[config.mk]
export PLATFORM = sky130hd
export DESIGN_NAME = jit_emit_seq_flat
export DESIGN_NICKNAME = d
export VERILOG_FILES = /design/src/rtl/jit_emit_seq_pkg.sv /design/src/rtl/jit_emit_seq_if.sv /design/src/rtl/jit_emit_seq_cond_patch.sv /design/src/rtl/jit_emit_seq.sv /design/src/flat_wrapper.sv
export SDC_FILE = /design/constraint.sdc
export NUM_CORES = 1
export LEC_CHECK = 0
export ABC_AREA = 1
export BUFFER_PORTS_ARGS = -buffer_cell sky130_fd_sc_hd__buf_2
export CAP_MARGIN = 20
export CORE_ASPECT_RATIO = 1.4
export CORE_MARGIN = 4
export CORE_UTILIZATION = 45
export CTS_CLUSTER_SIZE = 28
export DETAILED_ROUTE_END_ITERATION = 7
export GPL_TIMING_DRIVEN = 0
export PLACE_DENSITY = 0.85
export SYNTH_ARGS = -nofsm -noshare
export SYNTH_HDL_FRONTEND = slang
export SYNTH_SLANG_ARGS = --single-unit
export TNS_END_PERCENT = 50
[constraint.sdc]
create_clock -name clk -period 2.9 [get_ports clk]
set_input_delay 0.58 -clock clk [delete_from_list [all_inputs] [get_ports clk]]
set_output_delay 0.58 -clock clk [all_outputs]
set_load 0.01 [all_outputs]
[src/rtl/jit_emit_seq_pkg.sv]
// Shared types and constants for the JIT template-emit sequencer.
package jit_emit_pkg;

  localparam int ROM_AW = 7;
  localparam int WORD_W = 32;

  localparam logic [WORD_W-1:0] ROM_UNMAPPED = 32'hFFFF_FFFF;
  localparam logic [3:0]        COND_AL      = 4'hE;

  typedef enum logic {
    ST_IDLE = 1'b0,
    ST_EMIT = 1'b1
  } state_e;

  // A template-ROM hole reads back as all ones.
  function automatic logic is_unmapped(input logic [WORD_W-1:0] word);
    return word == ROM_UNMAPPED;
  endfunction

endpackage

[src/rtl/jit_emit_seq_if.sv]
// Request and word-stream handshake bundle for jit_emit_seq.
// master = requester / code buffer side, slave = the sequencer.
interface jit_emit_seq_if
  import jit_emit_pkg::*;
#(
  parameter int ADDR_W = 10,
  parameter int LEN_W  = 3
);

  logic              req_valid;
  logic              req_ready;
  logic [ROM_AW-1:0] req_base;
  logic [LEN_W-1:0]  req_len;
  logic [3:0]        req_cond;
  logic              req_cond_en;

  logic              out_valid;
  logic              out_ready;
  logic [WORD_W-1:0] out_data;
  logic [ADDR_W-1:0] out_addr;
  logic              out_last;

  modport master (
    output req_valid, req_base, req_len, req_cond, req_cond_en, out_ready,
    input  req_ready, out_valid, out_data, out_addr, out_last
  );

  modport slave (
    input  req_valid, req_base, req_len, req_cond, req_cond_en, out_ready,
    output req_ready, out_valid, out_data, out_addr, out_last
  );

endinterface

[src/rtl/jit_emit_seq_cond_patch.sv]
// Combinational ARM condition-code substitution: an always-executed
// (AL) instruction takes the requested condition; everything else passes.
module jit_cond_patch
  import jit_emit_pkg::*;
(
  input  logic [WORD_W-1:0] word_i,
  input  logic [3:0]        cond_i,
  input  logic              cond_en_i,
  output logic [WORD_W-1:0] word_o
);

  // Replace the condition field only on AL words when enabled.
  always_comb begin
    word_o = word_i;
    if (cond_en_i && (word_i[31:28] == COND_AL)) begin
      word_o = {cond_i, word_i[27:0]};
    end
  end

endmodule

[src/rtl/jit_emit_seq.sv]
// Template-emit sequencer: copies req_len words from a combinational
// template ROM into the code buffer, one word per accepted handshake.
// Optional feature macro: JIT_EMIT_COND_PATCH_EN (condition-code patching).
module jit_emit_seq
  import jit_emit_pkg::*;
#(
  parameter int ADDR_W = 10,
  parameter int LEN_W  = 3
)(
  input  logic               clk,
  input  logic               rst,
  jit_emit_seq_if.slave      bus,
  output logic [ROM_AW-1:0]  rom_addr,
  input  logic [WORD_W-1:0]  rom_data,
  input  logic               flush,
  output logic               busy,
  output logic               done,
  output logic               err
);

  state_e              state_q, state_d;
  logic [ROM_AW-1:0]   base_q, base_d;
  logic [LEN_W-1:0]    len_q, len_d;
  logic [LEN_W-1:0]    idx_q, idx_d;
  logic [ADDR_W-1:0]   ptr_q, ptr_d;
  logic                err_q, err_d;
  logic                done_q, done_d;

  logic                emit;
  logic                unmapped;
  logic                at_last;
  logic                start;
  logic [3:0]          patch_cond;
  logic                patch_en;

  assign emit     = (state_q == ST_EMIT);
  assign unmapped = is_unmapped(rom_data);
  assign at_last  = (idx_q == (len_q - LEN_W'(1)));
  assign start    = !emit && !flush && bus.req_valid && (bus.req_len != '0);

  // Handshake, ROM address and status outputs decoded from current state.
  always_comb begin
    rom_addr      = emit ? (base_q + ROM_AW'(idx_q)) : '0;
    bus.req_ready = !emit && !flush;
    bus.out_valid = emit && !unmapped && !flush;
    bus.out_last  = emit && at_last;
    bus.out_addr  = ptr_q;
    busy          = emit;
    done          = done_q;
    err           = err_q;
  end

`ifdef JIT_EMIT_COND_PATCH_EN
  logic [3:0] cond_q;
  logic       cond_en_q;

  // Condition captured with the request so it holds for the whole sequence.
  always_ff @(posedge clk or posedge rst) begin
    if (rst) begin
      cond_q    <= COND_AL;
      cond_en_q <= 1'b0;
    end else if (start) begin
      cond_q    <= bus.req_cond;
      cond_en_q <= bus.req_cond_en;
    end
  end

  assign patch_cond = cond_q;
  assign patch_en   = cond_en_q;
`else
  logic unused_cond;
  assign unused_cond = ^{bus.req_cond, bus.req_cond_en};
  assign patch_cond  = COND_AL;
  assign patch_en    = 1'b0;
`endif

  jit_cond_patch u_cond_patch (
    .word_i    (rom_data),
    .cond_i    (patch_cond),
    .cond_en_i (patch_en),
    .word_o    (bus.out_data)
  );

  // Next-state logic: flush dominates, then request accept / word emission.
  always_comb begin
    // NOTE: every signal gets a default first so no path leaves it unassigned (no latches).
    state_d = state_q;
    base_d  = base_q;
    len_d   = len_q;
    idx_d   = idx_q;
    ptr_d   = ptr_q;
    err_d   = err_q;
    done_d  = 1'b0;

    if (flush) begin
      state_d = ST_IDLE;
      idx_d   = '0;
      ptr_d   = '0;
      err_d   = 1'b0;
    end else begin
      unique case (state_q)
        ST_IDLE: begin
          if (bus.req_valid) begin
            if (bus.req_len != '0) begin
              base_d  = bus.req_base;
              len_d   = bus.req_len;
              idx_d   = '0;
              state_d = ST_EMIT;
            end else begin
              done_d = 1'b1;
            end
          end
        end
        ST_EMIT: begin
          if (unmapped) begin
            err_d   = 1'b1;
            idx_d   = '0;
            state_d = ST_IDLE;
          end else if (bus.out_ready) begin
            ptr_d = ptr_q + ADDR_W'(1);
            if (at_last) begin
              idx_d   = '0;
              done_d  = 1'b1;
              state_d = ST_IDLE;
            end else begin
              idx_d = idx_q + LEN_W'(1);
            end
          end
        end
        default: state_d = ST_IDLE;
      endcase
    end
  end

  // State register with asynchronous reset.
  always_ff @(posedge clk or posedge rst) begin
    // NOTE: sequential state uses non-blocking assignments so all registers update together.
    if (rst) begin
      state_q <= ST_IDLE;
      base_q  <= '0;
      len_q   <= '0;
      idx_q   <= '0;
      ptr_q   <= '0;
      err_q   <= 1'b0;
      done_q  <= 1'b0;
    end else begin
      state_q <= state_d;
      base_q  <= base_d;
      len_q   <= len_d;
      idx_q   <= idx_d;
      ptr_q   <= ptr_d;
      err_q   <= err_d;
      done_q  <= done_d;
    end
  end

endmodule

[src/flat_wrapper.sv]
// flat-port wrapper written by rule: the top's interface ports become plain ports
module jit_emit_seq_flat import jit_emit_pkg::*;
#(
  parameter int ADDR_W = 10,
  parameter int LEN_W  = 3
)
  (clk, rst, rom_addr, rom_data, flush, busy, done, err, bus_req_valid, bus_req_base, bus_req_len, bus_req_cond, bus_req_cond_en, bus_out_ready, bus_req_ready, bus_out_valid, bus_out_data, bus_out_addr, bus_out_last);
  jit_emit_seq_if #(.ADDR_W(ADDR_W), .LEN_W(LEN_W)) bus_i ();
  input  logic clk;
  input  logic rst;
  output logic [ROM_AW-1:0] rom_addr;
  input  logic [WORD_W-1:0] rom_data;
  input  logic flush;
  output logic busy;
  output logic done;
  output logic err;
  input wire logic [$bits(bus_i.req_valid)-1:0] bus_req_valid;
  input wire logic [$bits(bus_i.req_base)-1:0] bus_req_base;
  input wire logic [$bits(bus_i.req_len)-1:0] bus_req_len;
  input wire logic [$bits(bus_i.req_cond)-1:0] bus_req_cond;
  input wire logic [$bits(bus_i.req_cond_en)-1:0] bus_req_cond_en;
  input wire logic [$bits(bus_i.out_ready)-1:0] bus_out_ready;
  output wire logic [$bits(bus_i.req_ready)-1:0] bus_req_ready;
  output wire logic [$bits(bus_i.out_valid)-1:0] bus_out_valid;
  output wire logic [$bits(bus_i.out_data)-1:0] bus_out_data;
  output wire logic [$bits(bus_i.out_addr)-1:0] bus_out_addr;
  output wire logic [$bits(bus_i.out_last)-1:0] bus_out_last;
  assign bus_i.req_valid = bus_req_valid;
  assign bus_i.req_base = bus_req_base;
  assign bus_i.req_len = bus_req_len;
  assign bus_i.req_cond = bus_req_cond;
  assign bus_i.req_cond_en = bus_req_cond_en;
  assign bus_i.out_ready = bus_out_ready;
  assign bus_req_ready = bus_i.req_ready;
  assign bus_out_valid = bus_i.out_valid;
  assign bus_out_data = bus_i.out_data;
  assign bus_out_addr = bus_i.out_addr;
  assign bus_out_last = bus_i.out_last;
  jit_emit_seq #(.ADDR_W(ADDR_W), .LEN_W(LEN_W)) u_core (.clk(clk), .rst(rst), .bus(bus_i), .rom_addr(rom_addr), .rom_data(rom_data), .flush(flush), .busy(busy), .done(done), .err(err));
endmodule
## After elaboration in Yosys (flattened, before gate mapping)

Cells that the tools add are included.

| storage, ports and cells | value |
|---|---|
| input bits | 52 |
| word-level logic and storage cells | 63 |
| output and inout port bits | 55 |
| flip-flop bits (word level) | 26 |

| operators by class | value |
|---|---|
| bitwise operators | 2 |
| reductions and logical operators | 15 |
| equality and inequality tests | 6 |
| add/subtract/negate cells | 4 |
| muxes and demuxes | 29 |

Operators with widths:

| cell | count |
|---|---|
| $mux W10 | 4 |
| $eq A32 B32 Y1 const B | 1 |
| $mux W3 | 6 |
| $mux W1 | 15 |
| $add A10 B1 Y10 const B | 1 |
| $add A7 B3 Y7 | 1 |
| $mux W7 | 1 |
| $pmux W3 S2 | 1 |
| $reduce_and A3 Y1 | 2 |
| $reduce_bool A2 Y1 | 3 |
| $logic_and A1 B1 Y1 | 4 |
| $ne A4 B4 Y1 const B | 1 |
| $pmux W1 S2 | 2 |
| $reduce_and A4 Y1 | 1 |
| $add A3 B1 Y3 const B | 1 |
| $eq A3 B3 Y1 | 1 |
| $logic_not A1 Y1 | 3 |
| $ne A3 B2 Y1 const B | 1 |
| $ne A3 B3 Y1 const B | 1 |
| $reduce_bool A3 Y1 | 1 |
| $sub A3 B1 Y3 const B | 1 |
| $ne A2 B2 Y1 const B | 1 |
| $not A1 Y1 | 2 |
| $reduce_and A2 Y1 | 1 |

## Longest topological paths before layout

| logic depth | value |
|---|---|
| word-level depth | 7 |
| gate-level depth with buffers | 10 |
| gate-level depth less buffers | 10 |

## Hierarchy

From an unflattened synthesis, not the netlist that was laid out.

| unflattened totals | value |
|---|---|
| cell total of the unflattened synthesis | 281 |
| area total of the unflattened synthesis | 2058.2 um2 |

Modules (own cells, without submodules):

| module | cells an instance | times used | sequential area each (um2) | area each (um2) |
|---|---|---|---|---|
| jit_emit_seq | 235 | 1 | 650.6 | 1762.9 |
| jit_cond_patch | 46 | 1 | 0.0 | 295.3 |

## Worst setup path before layout

No wires, ideal clock.

| timing path | value |
|---|---|
| kind | register -> output |
| start | register u_core.idx_q[0] |
| end | output port rom_addr[6] |
| required time | 2.320 ns |
| buffers on the path | 0 |
| stages on the path, launching flop included | 8 |
| arrival | 1.567 ns |
| slack | 0.753 ns |
| cell sequence | dfrtp_1 -> ha_1 -> fa_1 -> nand2_1 -> a21oi_1 -> nand2_1 -> nor3_1 -> nor3_1 |

| on the way | value |
|---|---|
| longest elaborated chain between the ends | 2 |

Ends and longest elaborated chain:

| element | RTL line | text |
|---|---|---|
| start, declared | jit_emit_seq.sv:24 | `logic [LEN_W-1:0] idx_q, idx_d;` |
| start signal, assigned | jit_emit_seq.sv:150 | `idx_q <= idx_d;` |
| $add A7 B3 Y7 | jit_emit_seq.sv:43 | `rom_addr = emit ? (base_q + ROM_AW'(idx_q)) : '0;` |
| $mux W7 | jit_emit_seq.sv:43 |  |
| end, declared | flat_wrapper.sv:11 | `output logic [ROM_AW-1:0] rom_addr;` |

Every way passes these cells.

## Worst setup path in the final report

Same ends and word-level chain as after synthesis.

==> qor.csv <==
stage;metric;value;unit
setup_path;worst setup path class;register to output pin;
setup_path;arrival time worst endpoint;2010;ps
sta;Fmax;386.8;MHz
yosys;syn_area_per_cell;7.139;um2
global_routing;first-pass GRT wire length;8335;um
clocking;CTS H-tree depth;1;
route;post-route ant nets;0;
sta;Max Slew Vio Count;0;
sta;setup violators final;0;
yosys;synthesized flop and latch total;26;
yosys;syn nets;334;
placement;post-DP HPWL;4081;um
final_layout;most frequent cells in the layout;buf_2, nand2_1, buf_4, nor2_1, inv_1;
sta;RSZ-0062 raised after global routing;no;
final_layout;Design Area, Final;2643;um2
floorplanning;core area;4239;um2
clocking;CTS tree;done;
final_layout;area delta synth->final;34.61;%
setup_path;worst-path fanout max;6;
global_routing;gr usage total;0.1842;
placement;Port Buffers;101;
clocking;hold_buf cts;0;
job;max-cap violations;0;
setup_path;Startpoint Class;register;
pwr;Leak;1.521;nW
clocking;clk slew on worst S/H paths;90;ps
floorplanning;Die W;63.82;um
pwr;total power;1.117;mW
placement;GPL Wtd Cong;0.8278;
final_layout;most common cell after layout, fill and taps aside;buf_2;
route;DRC;0;
route;final WL;4988;um
clocking;clock root cell;clkbuf_8;
floorplanning;Die Y;86.15;um
clocking;latest clock arrival within the worst-skew pair;270;ps
yosys;register area share after synthesis;0.3314;
yosys;Synth area leader;dfrtp_1;
route;drt first-iter violations;88;
route;DR WL/cell;11.31;um
clocking;setup bufs post-CTS;0;
sta;Slew headroom;0.6779;
global_routing;largest net degree at the start of global routing;27;
sta;Final Hold Violating Endpoints;0;
global_routing;vias in the first global route;1936;
sta;Worst Max-Slew Pin Slew;483.2;ps
yosys;Synth area leaders;dfrtp_1, nand2_1, buf_4;
run_status;status;finished, final reports clean;
setup_path;Req. time, crit path;2320;ps
yosys;Mapped Area;1963;um2
yosys;area share of the largest cell type after synthesis;0.3314;
sta;Final Cycle Share;0.8916;
pwr;maximum vdd drop;0.0003257;V
final_layout;final net count;441;
yosys;Synth warnings;0;
hold_path;HP Class;input pin to asynchronous set/reset pin;
floorplanning;IO Count;107;
sta;Clock Skew;6.810;ps
sta;TNS Setup;0;ps
clocking;clock sink count;26;
route;Pre-antenna DRT Iters;4;
final_layout;share of cells above drive strength 1;0.3990;
sta;Hold Slack;191.9;ps
floorplanning;die area;5498;um2
sta;Tmin final;2586;ps
setup_path;Crit. End Element;output pin;
placement;Placed Area;2544;um2
global_routing;initial antenna violation count;0;
final_layout;n_diodes;0;
yosys;synthesized instance count;275;
yosys;Synth cell types;28;
global_routing;gr ovfl total;0;
clocking;clock buffer depth;2;
pwr;Pwr per Cell Area;422.6;nW/um2
route;vias per inst;4.630;
route;DR vias;2042;
clocking;TritonCTS buffer count;3;
floorplanning;Rows;28;
floorplanning;Initial Utilization;0.4631;
clocking;cts repair resizes;0;
## cell families after synthesis
kind of cell    count (synthesis)  share of synthesized area
buf+inv                        64                     0.1887
xor+xnor                        6                    0.02677
simple gates                  144                     0.3199
mux                             3                    0.01721
compound gates                 25                    0.06756
flops                          26                     0.3314
fa+ha+maj                       7                    0.04844
## final timing paths
kind	from	end	slack, ps	cells after the start
setup reg to reg	u_core.len_q[0]$_DFFE_PP0P_	u_core.busy$_DFF_PP0_	1310	9
hold / removal	rst	u_core.done$_DFF_PP0_	190	2
hold reg to reg	u_core.err$_DFFE_PP0P_	u_core.err$_DFFE_PP0P_	500	1
setup / recovery	u_core.idx_q[0]$_DFFE_PP0P_	rom_addr[6]	310	9
min in group clk	u_core.err$_DFFE_PP0P_	u_core.err$_DFFE_PP0P_	500	1
max in group asynchronous	rst	u_core.bus.out_addr[6]$_DFFE_PP0P_	2330	3
## critical path, cell delays in order (launching register included)
cell,delay [ps]
dfrtp_1,450
ha_1,260
fa_1,410
nand2_1,90
a21oi_1,80
nand2_1,80
inv_1,50
a21oi_1,120
nor3_1,60
buf_2,140
## report_power, final
part	total (mW)	internal [mW]	switching [mW]	leakage, nW
registers	0.447	0.406	0.0410	0.335
logic	0.372	0.169	0.204	1.15
clock network	0.298	0.185	0.113	0.0357
## routing by layer
layer | vias up | track usage | share of wire
li1 | 1055 | - | -
met1 | 926 | 0.2125 | 0.37
met2 | 56 | 0.3547 | 0.58
met3 | 5 | 0.02228 | 0.044
met4 | 0 | 0.04126 | 0.0070
met5 | - | 0 | 0
## state kept, by name, indices dropped and copies added (netlist names)
register             cells
u_core.done              1
u_core.base_q            7
u_core.idx_q             3
u_core.busy              1
u_core.len_q             3
u_core.err               1
u_core.bus.out_addr     10
## final cells by class
class	instances	area, um2
Sequential cell	26	650.6
Clock buffer	3	41.29
Fill cell	380	1597
Clock inverter	1	30.03
Timing Repair Buffer	102	533.0
Multi-Input combinational cell	185	942.2
Tap cell	60	75.07
Inverter	27	101.3
Buffer	37	269.0
## cells in the mapped netlist, drive strengths merged
| master | n |
|---|---|
| nand2 | 79 |
| buf | 35 |
| nor2 | 31 |
| inv | 27 |
| dfrtp | 26 |
| nand3 | 20 |
| a21oi | 12 |
| o21ai | 11 |
| nor3 | 9 |
| ha | 6 |
| nand4 | 4 |
| xor2 | 4 |
| mux2 | 3 |
| clkbuf | 2 |
| xnor2 | 2 |
| a31oi | 1 |
| fa | 1 |
| nor3b | 1 |
| o21a | 1 |
## per-stage QoR
stage / util / std cells / setup WS [ps]
detailed placement: 0.6001 / 436 / 608.1
floorplan: - / 275 / 752.5
CTS: 0.6169 / 440 / 298.8
finish: 0.6234 / 441 / 314.4
global route: 0.6234 / 441 / 140.7
global placement: 0.6001 / 436 / 652.9
(Power assumes the default switching activity.)
